$ cat src/rtl/output_deskew_buffer.sv
// output_deskew_buffer
// Re-aligns the skewed per-column results leaving the systolic array into
// whole rows. Each column has its own FIFO; a row is emitted only when every
// column holds at least one entry, and all columns are popped together.
module output_deskew_buffer #(
    parameter int SYS_COLS     = 4,
    parameter int ACC_BITWIDTH = 32,
    parameter int DEPTH        = 8,
    parameter int OUT_ROWS     = 4
) (
    input  logic                             clk,
    input  logic                             rst,
    input  logic [SYS_COLS-1:0]              i_valid,
    input  logic [SYS_COLS*ACC_BITWIDTH-1:0] i_data,
    output logic                             o_valid,
    input  logic                             o_ready,
    output logic [SYS_COLS*ACC_BITWIDTH-1:0] o_data,
    output logic                             o_last,
    output logic                             o_done,
    output logic [SYS_COLS-1:0]              overflow
);

    localparam int PW = (DEPTH > 1) ? $clog2(DEPTH) : 1;
    localparam int RW = (OUT_ROWS > 1) ? $clog2(OUT_ROWS) : 1;
    localparam logic [PW:0]   FULL     = (PW+1)'(DEPTH);
    localparam logic [PW-1:0] PTR_MAX  = PW'(DEPTH - 1);
    localparam logic [RW-1:0] LAST_ROW = RW'(OUT_ROWS - 1);

    logic [ACC_BITWIDTH-1:0] mem    [SYS_COLS][DEPTH];
    logic [PW-1:0]           wr_ptr [SYS_COLS];
    logic [PW-1:0]           rd_ptr [SYS_COLS];
    logic [PW:0]             count  [SYS_COLS];
    logic [RW-1:0]           row_cnt;
    logic [SYS_COLS-1:0]     push;
    logic                    pop;

    function automatic logic [PW-1:0] ptr_inc(input logic [PW-1:0] p);
        return (p == PTR_MAX) ? '0 : p + 1'b1;
    endfunction

    // Row availability, head-of-FIFO data and per-column push decisions
    always_comb begin
        o_valid = 1'b1;
        o_data  = '0;
        for (int unsigned c = 0; c < SYS_COLS; c++) begin
            if (count[c] == '0) o_valid = 1'b0;
            o_data[c*ACC_BITWIDTH +: ACC_BITWIDTH] = mem[c][rd_ptr[c]];
        end
        pop    = o_valid && o_ready;
        o_last = o_valid && (row_cnt == LAST_ROW);
        push   = '0;
        for (int unsigned c = 0; c < SYS_COLS; c++) begin
            // A same-edge pop frees a slot, so a full FIFO still takes the write
            push[c] = i_valid[c] && ((count[c] < FULL) || pop);
        end
    end

    // FIFO storage writes; contents are intentionally left unreset
    always_ff @(posedge clk) begin
        if (!rst) begin
            for (int unsigned c = 0; c < SYS_COLS; c++) begin
                if (push[c]) mem[c][wr_ptr[c]] <= i_data[c*ACC_BITWIDTH +: ACC_BITWIDTH];
            end
        end
    end

    // Pointers, occupancy, sticky overflow, row counter and done pulse
    always_ff @(posedge clk) begin
        if (rst) begin
            for (int unsigned c = 0; c < SYS_COLS; c++) begin
                wr_ptr[c] <= '0;
                rd_ptr[c] <= '0;
                count[c]  <= '0;
            end
            row_cnt  <= '0;
            o_done   <= 1'b0;
            overflow <= '0;
        end else begin
            for (int unsigned c = 0; c < SYS_COLS; c++) begin
                if (push[c]) wr_ptr[c] <= ptr_inc(wr_ptr[c]);
                if (pop)     rd_ptr[c] <= ptr_inc(rd_ptr[c]);
                if (push[c] && !pop)      count[c] <= count[c] + 1'b1;
                else if (!push[c] && pop) count[c] <= count[c] - 1'b1;
                if (i_valid[c] && !push[c]) overflow[c] <= 1'b1;
            end
            o_done <= pop && o_last;
            if (pop) row_cnt <= o_last ? '0 : row_cnt + 1'b1;
        end
    end

endmodule

$ cat config.mk
export PLATFORM = sky130hd
export DESIGN_NAME = output_deskew_buffer
export DESIGN_NICKNAME = d
export VERILOG_FILES = /design/src/rtl/output_deskew_buffer.sv
export SDC_FILE = /design/constraint.sdc
export NUM_CORES = 1
export LEC_CHECK = 0
export CORE_MARGIN = 4
export CORE_UTILIZATION = 53
export DETAILED_ROUTE_END_ITERATION = 6
export GPL_TIMING_DRIVEN = 0
export PLACE_DENSITY = 0.76
export RECOVER_POWER = 50
export SLEW_MARGIN = 10
export SYNTH_ARGS = -nofsm -noshare
export SYNTH_HDL_FRONTEND = slang
export SYNTH_SLANG_ARGS = --single-unit
$ cat constraint.sdc
create_clock -name clk -period 5.55 [get_ports clk]
set_input_delay 0.8325 -clock clk [delete_from_list [all_inputs] [get_ports clk]]
set_output_delay 0.8325 -clock clk [all_outputs]
set_load 0.03 [all_outputs]
==> qor.yml, run 1 <==
hold_start: "overflow[0]"
cts.sinks: 1071
critPathRequiredTime_ns: 4.72
antenna_found_initial: 16
powerDensity_nw_per_um2: 403
yosysTopAreaCellShare_pct: 77.3
holdBufCountCts: 0
grt_overflow_total: 0
r2r-start: "count[3][0]"
cts_root_buffer: "clkbuf_16"
clock_latency_ns: 0.65
final_antenna_net_count: 0
end_kind: "output pin"
tightest_slew_ns: 1.46
rsz0062_at_grt: "false"
cp.arrival_ns: 3.65
cts_resized: 0
cp_max_fo: 10
ys_seq_area_share_pct: 77.6
numCtsBuffers: 105
irDropWorstVdd_v: 0.000409
period_minus_slack_ns: 4.49
worstSetupStartpointType: "flip-flop"
maxCapViolCount: 0
drc: 0
cts.clk_slew.worst_paths_ns: 0.06
die-area_sq_um: 82500
gp_congestion: 0.763
criticalPathCategory: "flip-flop to output pin"
slew_headroom_pct: 2.55
timing.fmax_mhz: 223
asyncSetResetFlopFracSynth_pct: 0
cts_tree: "yes"
ys.flop_type: "edfxtp_1"
drt_wl_total_um: 89300
row_count: 102
drt_first_pass_iters: 5
synthDistinctLibCells: 48
cts_setup_buffers: 0
coreArea_sq_um: 77300
layout-drive-gt1-share_pct: 30.1
hpwl_um: 60500
start_util_pct: 53.5
placed_cells: 3231
synth_edf_count: 1064
routedWlPerCell_um: 26.0
synth.most_common_cell: "edfxtp_1"
die_h_um: 287
instances_no_fill: 3438
drv_slew: 0
grt_pass1_wl_um: 135000
grt_pass1_vias: 21529
synth_area_leaders: "edfxtp_1, mux4_2, mux2_2, ha_1, clkbuf_1"
yosysTopAreaCell: "edfxtp_1"
grt_max_degree: 22
drt_iter0_drc: 1833
status: "completed"
hp-class: "flip-flop to flip-flop"
syn_area_per_cell_sq_um: 23.1
yosysWarnings: 0
vias: 20058
final_nets: 2461
synthCells: 1789
startpoint: "count[3][0]"
clockBufferDepth: 3
nFillCells: 5061
setup_viol: 0
port_buffers: 269
syn_area_sq_um: 41300
synth_common_cells: "edfxtp_1, mux4_2, mux2_2"
syn2layout_area_growth_pct: 21.0
min_period_over_period_pct: 80.8
finalClockSkew_ns: 0.0298
dieWidth_um: 287
fin_tns_setup_ns: 0
avgViaCountPerCell: 5.83
hold_viol: 0
hold_ws_ns: 0.446
htreeDepth: 3
power.leakage_uw: 0.0160
pin_count: 270
synthesis.nets: 1952
ys_ff_latch: 1071
grt.total_usage_pct: 22.0
==> report_power, final <==
| group | total (uW) | internal [uW] | leakage [uW] | switching, uW |
|---|---|---|---|---|
| Sequential | 9320 | 9200 | 0.00973 | 121 |
| Clock | 6760 | 3810 | 0.00163 | 2940 |
| Combinational | 4060 | 1830 | 0.00467 | 2240 |
==> worst paths after layout <==
kind | end | slack (ns) | depth (start not counted)
setup / recovery | o_last | 1.06 | 8
hold / removal | overflow[0] | 0.45 | 2
setup reg to reg | count[1][3] | 1.41 | 12
hold reg to reg | overflow[0] | 0.45 | 2
==> placed cells by master, fill, tap and decap left out, drive strengths merged, types with 13 or more instances in the layout <==
cell	count
clkbuf	182
mux2	128
ha	25
clkdlybuf4s50	134
nor3	22
nor4	15
inv	22
nor4b	13
clkinv	56
edfxtp	1064
a21oi	15
dlygate4sd3	135
mux4	256
nand3	15
nand2	22
nor2	23
buf	167
==> sequential cells by signal, indices dropped and copies added, names as in the netlist <==
signal    count
o_done        1
overflow      4
wr_ptr       12
rd_ptr       12
mem        1024
row_cnt       2
count        16
==> cells by family after synthesis <==
| family | synth area share, % |
|---|---|
| xor gates and xnor gates | 0.0847 |
| buffers and inverters | 1.12 |
| and+or+nand+nor | 1.91 |
| AOI/OAI and AO/OA | 0.920 |
| adders and majority gates | 0.902 |
| muxes | 17.4 |
| DFF | 77.6 |
==> layer usage <==
metal | GRT usage, % | part of all wire (%)
met5 | 0 | 0.063
met4 | 5.60 | 2.0
met3 | 4.95 | 6.5
met2 | 37.6 | 52
met1 | 29.1 | 39
==> metrics by stage <==
step | area (sq um) | power [uW] | util [%] | setup WS (ns)
finish | 50000 | 20100 | 64.7 | 1.06
global route | 50000 | 21000 | 64.6 | 0.782
CTS | 50100 | 20400 | 64.8 | 1.04
detailed placement | 46800 | 13600 | 60.5 | 1.14
global placement | 45300 | 13500 | 58.6 | -4.23
floorplan | 41300 | 12100 | - | 0.244
==> area by class of cell <==
cell class | count | area [sq um] | share of cell area (%)
diodes | 12 | 30.0 | 0.0600
plain buffers | 89 | 379 | 0.758
clock buffers | 127 | 2730 | 5.46
clock inverters | 68 | 598 | 1.20
inverters | 18 | 67.6 | 0.135
multi-input cells | 611 | 8890 | 17.8
flip-flops and latches | 1071 | 32100 | 64.2
well taps | 1040 | 1300 | 2.60
repair buffers | 402 | 3920 | 7.84
==> critical path, cell delays in order, from the launching register on <==
cell,delay [ns]
edfxtp_1,0.44
inv_1,0.12
ha_1,0.19
nor3b_1,0.46
or3_1,0.18
clkbuf_1,0.33
clkbuf_1,0.44
nor3_1,0.18
clkdlybuf4s50_1,0.65
Note: power is estimated with default switching activity, not from simulation.
==> run 2, diff against run 1 <==
--- a/config.mk
+++ b/config.mk
@@ -6,10 +6,10 @@
 export NUM_CORES = 1
 export LEC_CHECK = 0
 export CORE_MARGIN = 4
-export CORE_UTILIZATION = 53
+export CORE_UTILIZATION = 59
 export DETAILED_ROUTE_END_ITERATION = 6
 export GPL_TIMING_DRIVEN = 0
-export PLACE_DENSITY = 0.76
+export PLACE_DENSITY = 0.8
 export RECOVER_POWER = 50
 export SLEW_MARGIN = 10
 export SYNTH_ARGS = -nofsm -noshare
==> constraint.sdc (replaced) <==
create_clock -name clk -period 4.4 [get_ports clk]
set_input_delay 0.66 -clock clk [delete_from_list [all_inputs] [get_ports clk]]
set_output_delay 0.66 -clock clk [all_outputs]
set_load 0.03 [all_outputs]
==> qor.yml, run 2 (synthesis results as in run 1) <==
cts_tree: "yes"
setup_viol: 0
cts_setup_buffers: 0
finalClockSkew_ns: 0.0314
crit_path_cell_trace: "clkbuf_1, clkbuf_1, mux4_2, mux2_2, clkdlybuf4s50_1"
hpwl_um: 58600
pin_count: 270
die_h_um: 273
cts_resized: 0
die-area_sq_um: 74400
start_util_pct: 59.9
end_kind: "output pin"
vias: 20221
dieWidth_um: 273
tightest_slew_ns: 2.10
cts.clk_slew.worst_paths_ns: 0.06
startpoint: "rd_ptr[3][1]"
period_minus_slack_ns: 4.19
grt_pass1_vias: 21588
drt_iter0_drc: 1957
r2r-start: "count[2][3]"
worstSetupStartpointType: "flip-flop"
final_nets: 2434
port_buffers: 269
violations: "max-capacitance violations, max-slew violations"
row_count: 96
avgViaCountPerCell: 6.11
hold_viol: 0
final_antenna_net_count: 0
maxCapViolCount: 3
hp-class: "flip-flop to flip-flop"
grt.total_usage_pct: 24.6
cp.arrival_ns: 3.53
power_uw: 25700
drc: 0
dpl-instance-area_sq_um: 46600
gp_congestion: 0.760
final_common_cell: "edfxtp_1"
drt_wl_total_um: 90400
rsz0062_at_grt: "false"
status: "complete, but fails checks"
irDropWorstVdd_v: 0.000572
clock_latency_ns: 0.66
htreeDepth: 3
coreArea_sq_um: 69100
criticalPathCategory: "flip-flop to output pin"
hold_start: "overflow[1]"
cp_max_fo: 10
syn2layout_area_growth_pct: 20.9
holdBufCountCts: 0
routedWlPerCell_um: 27.3
drv_slew: 20
min_period_over_period_pct: 95.3
fin_area_sq_um: 50000
powerDensity_nw_per_um2: 515
mostFrequentLayoutCells: "edfxtp_1, mux4_2, clkdlybuf4s50_1"
cp_common_cell: "clkbuf_1"
cts.sinks: 1071
layout-drive-gt1-share_pct: 29.6
grt_overflow_total: 0
antenna_found_initial: 25
grt_pass1_wl_um: 136000
largest_reg_flops: 1024
timing.fmax_mhz: 239
slew_headroom_pct: -41.1
cts_root_buffer: "clkbuf_16"
clockBufferDepth: 3
drt_first_pass_iters: 7
slowest_delay_ns: 0.70
cp_slowest_cell: "clkbuf_1"
power.leakage_uw: 0.0160
grt_max_degree: 24
critPathRequiredTime_ns: 3.74
numCtsBuffers: 105
[run 2: layer usage]
| metal | vias up | GRT usage (%) | routed length, um |
|---|---|---|---|
| met5 | - | 0 | 99 |
| met4 | 18 | 7.01 | 1870 |
| met3 | 142 | 6.01 | 7430 |
| met2 | 894 | 41.8 | 47200 |
| met1 | 10563 | 32.2 | 33700 |
| li1 | 8604 | - | - |
[run 2: cell type report]
cell class	count	area [sq um]
diodes	20	50.0
plain buffers	89	380
clock buffers	123	2720
clock inverters	71	709
fillers	3900	19100
inverters	18	67.6
multi-input cells	611	8970
flip-flops and latches	1071	32100
well taps	931	1160
repair buffers	375	3820
[run 2: path summary, 6_finish.rpt]
check / endpoint / slack (ns) / depth (start not counted)
setup / recovery: o_data[125] / 0.21 / 5
hold / removal: overflow[1] / 0.45 / 2
setup reg to reg: mem[3][112] / 0.33 / 7
hold reg to reg: overflow[1] / 0.45 / 2
[run 2: worst max-delay path, delay by kind of cell (launching register included)]
kind,cells,cell delay (ns)
DFF,1,0.34
buffers and inverters,3,1.77
muxes,2,0.75
[run 2: per-stage QoR]
stage,util (%),setup WS (ns),hold slack [ns],std cells,TNS (ns)
global placement,65.5,-4.77,0.447,2989,-2177.34
detailed placement,67.5,0.398,0.441,3095,0
floorplan,-,-0.828,0.458,1789,-133.24
global route,72.3,0.0930,0.471,3298,0
finish,72.4,0.208,0.453,3309,0
CTS,72.5,0.158,0.459,3289,0
[run 2: power breakdown]
part	total, uW	internal, uW	leakage [uW]	switching [uW]
Combinational	5150	2310	0.00456	2840
Sequential	11800	11600	0.00973	166
Clock	8830	5080	0.00167	3750
Total	25700	19000	0.0160	6750
==> run 3, diff against run 2 <==
--- a/config.mk
+++ b/config.mk
@@ -5,11 +5,12 @@
 export SDC_FILE = /design/constraint.sdc
 export NUM_CORES = 1
 export LEC_CHECK = 0
+export ABC_AREA = 1
 export CORE_MARGIN = 4
 export CORE_UTILIZATION = 59
 export DETAILED_ROUTE_END_ITERATION = 6
 export GPL_TIMING_DRIVEN = 0
-export PLACE_DENSITY = 0.8
+export PLACE_DENSITY = 0.79
 export RECOVER_POWER = 50
 export SLEW_MARGIN = 10
 export SYNTH_ARGS = -nofsm -noshare
==> qor.yml, run 3 <==
synth_common_cells: "edfxtp_1, nor2_1, nand2_1"
grt_max_degree: 26
ys.flop_type: "edfxtp_1"
critPathRequiredTime_ns: 3.74
final_common_cell: "edfxtp_1"
grt_overflow_total: 0
startpoint: "rd_ptr[2][0]"
slew_headroom_pct: 23.6
ys_seq_area_share_pct: 75.3
finalClockSkew_ns: 0.0274
die-area_sq_um: 76600
mostFrequentLayoutCells: "edfxtp_1, nor2_1, nand2_1"
layout-drive-gt1-share_pct: 7.33
criticalPathCategory: "flip-flop to output pin"
holdBufCountCts: 0
irDropWorstVdd_v: 0.000431
cts.clk_slew.worst_paths_ns: 0.06
r2r-start: "count[3][0]"
yosysTopAreaCellShare_pct: 74.9
clock_latency_ns: 0.67
hpwl_um: 68100
coreArea_sq_um: 71600
cts_tree: "yes"
clockBufferDepth: 3
numCtsBuffers: 105
power_uw: 25900
drc: 0
maxCapViolCount: 0
synth_edf_count: 1064
worstSetupStartpointType: "flip-flop"
ys_ff_latch: 1071
vias: 28597
placed_cells: 4504
status: "completed"
powerDensity_nw_per_um2: 513
grtUsageMet2_pct: 46.5
synth.most_common_cell: "edfxtp_1"
cts_root_buffer: "clkbuf_16"
use_met1_pct: 35.9
avgViaCountPerCell: 6.08
synthCells: 3258
pin_count: 270
asyncSetResetFlopFracSynth_pct: 0
die_h_um: 277
final_nets: 3824
drt_wl_total_um: 109000
busiest_layer: "met2"
crit_end: "o_data[79]"
tightest_slew_ns: 1.14
seqCellArea_sq_um: 32100
fin_tns_setup_ns: 0
min_period_over_period_pct: 93.5
power.leakage_uw: 0.0172
cts.sinks: 1071
synthDistinctLibCells: 31
row_count: 98
largest_reg_flops: 1024
grt.met3_usage_pct: 5.36
rr_endpoint: "mem[1][82]"
cts_resized: 0
reg2regPathDepth: 10
hold_viol: 0
setup_viol: 0
start_util_pct: 59.5
rsz0062_at_grt: "false"
hp-class: "input port to flip-flop"
nFillCells: 4674
instances_no_fill: 4703
grt.total_usage_pct: 27.4
end_kind: "output pin"
final_antenna_net_count: 0
cp.arrival_ns: 3.45
drt_first_pass_iters: 5
routedWlPerCell_um: 23.1
yosysTopAreaCell: "edfxtp_1"
worstHoldPathCells: 3
timing.fmax_mhz: 243
htreeDepth: 3
grt_pass1_wl_um: 163000
cts_setup_buffers: 0
dieWidth_um: 277
yosysWarnings: 0
drt_iter0_drc: 3289
synth_area_leaders: "edfxtp_1, nor2_1, o32ai_1, nand2_1, o21ai_0"
fin_area_sq_um: 50600
syn_area_per_cell_sq_um: 13.1
drv_slew: 0
port_buffers: 264
dpl-instance-area_sq_um: 47500
syn_area_sq_um: 42600
grt_pass1_vias: 28567
synthesis.nets: 3421
cp_max_fo: 10
gp_congestion: 0.794
syn2layout_area_growth_pct: 18.6
ff2ff_setup_slack_ns: 0.43
multi_input_area_sq_um: 9440
period_minus_slack_ns: 4.11
antenna_found_initial: 21
-- run 3: cell count changes after synthesis, sizes merged, moves of 14 or more --
cell and delta:
nand2 +419, o32ai +256, nor2 +816, nor4 -15, buf +41, clkbuf +76, mux2 -128, o21ai +251
nand3 +19, mux4 -256, nand4 +14, inv +57, nor3 -20
-- run 3: area by class of cell --
cell class	instances	area share (%)
Antenna cell	15	0.0742
Buffer	206	1.76
Clock buffer	129	5.37
Clock inverter	55	0.962
Inverter	74	0.549
Multi-Input combinational cell	1907	18.7
Sequential cell	1071	63.5
Tap cell	950	2.35
Timing Repair Buffer	296	6.80
-- run 3: cells by family after synthesis --
group	after synthesis	share of synthesized area, %
and+or+nand+nor	1336	12.4
DFF	1071	75.3
AOI/OAI and AO/OA	533	8.51
buffers and inverters	280	2.76
adders and majority gates	28	0.874
xor gates and xnor gates	10	0.205
-- run 3: worst min path at each step --
stage	start	to	slack, ns
after global placement	overflow[0]	overflow[0]	0.44
final	i_valid[2]	overflow[2]	0.34
after global routing	rst	overflow[0]	0.33
after floorplan	row_cnt[1]	row_cnt[1]	0.45
after detailed placement	overflow[0]	overflow[0]	0.44
after CTS	rst	overflow[3]	0.31
-- run 3: worst max-delay path: stages (launching register included) --
cell	delay, ns
edfxtp_1	0.45
buf_4	0.21
inv_1	0.07
buf_4	0.17
clkbuf_1	0.59
nor2_1	0.10
o32ai_1	0.19
nand2_1	0.12
nand2_1	0.17
clkdlybuf4s50_1	0.69
-- run 3: power breakdown --
group          switching (uW)  total [uW]  leakage [uW]  internal (uW)
registers                 133       11700       0.00972          11600
clock network            3740        8420       0.00154           4680
logic                    3930        5790       0.00597           1860
-- run 3: metrics by stage --
stage	utilization (%)	hold WS, ns	setup WS (ns)
after detailed placement	66.3	0.439	1.06
final	70.6	0.345	0.288
after floorplan	-	0.451	1.07
after CTS	70.8	0.311	0.324
after global placement	64.9	0.436	-0.517
after global routing	70.6	0.335	0.154
-- run 3: metal layers --
metal	part of all wire [%]	vias up
met5	0.049	-
met4	2.9	8
met3	9.8	267
met2	50	1597
met1	38	14046
li1	-	12679
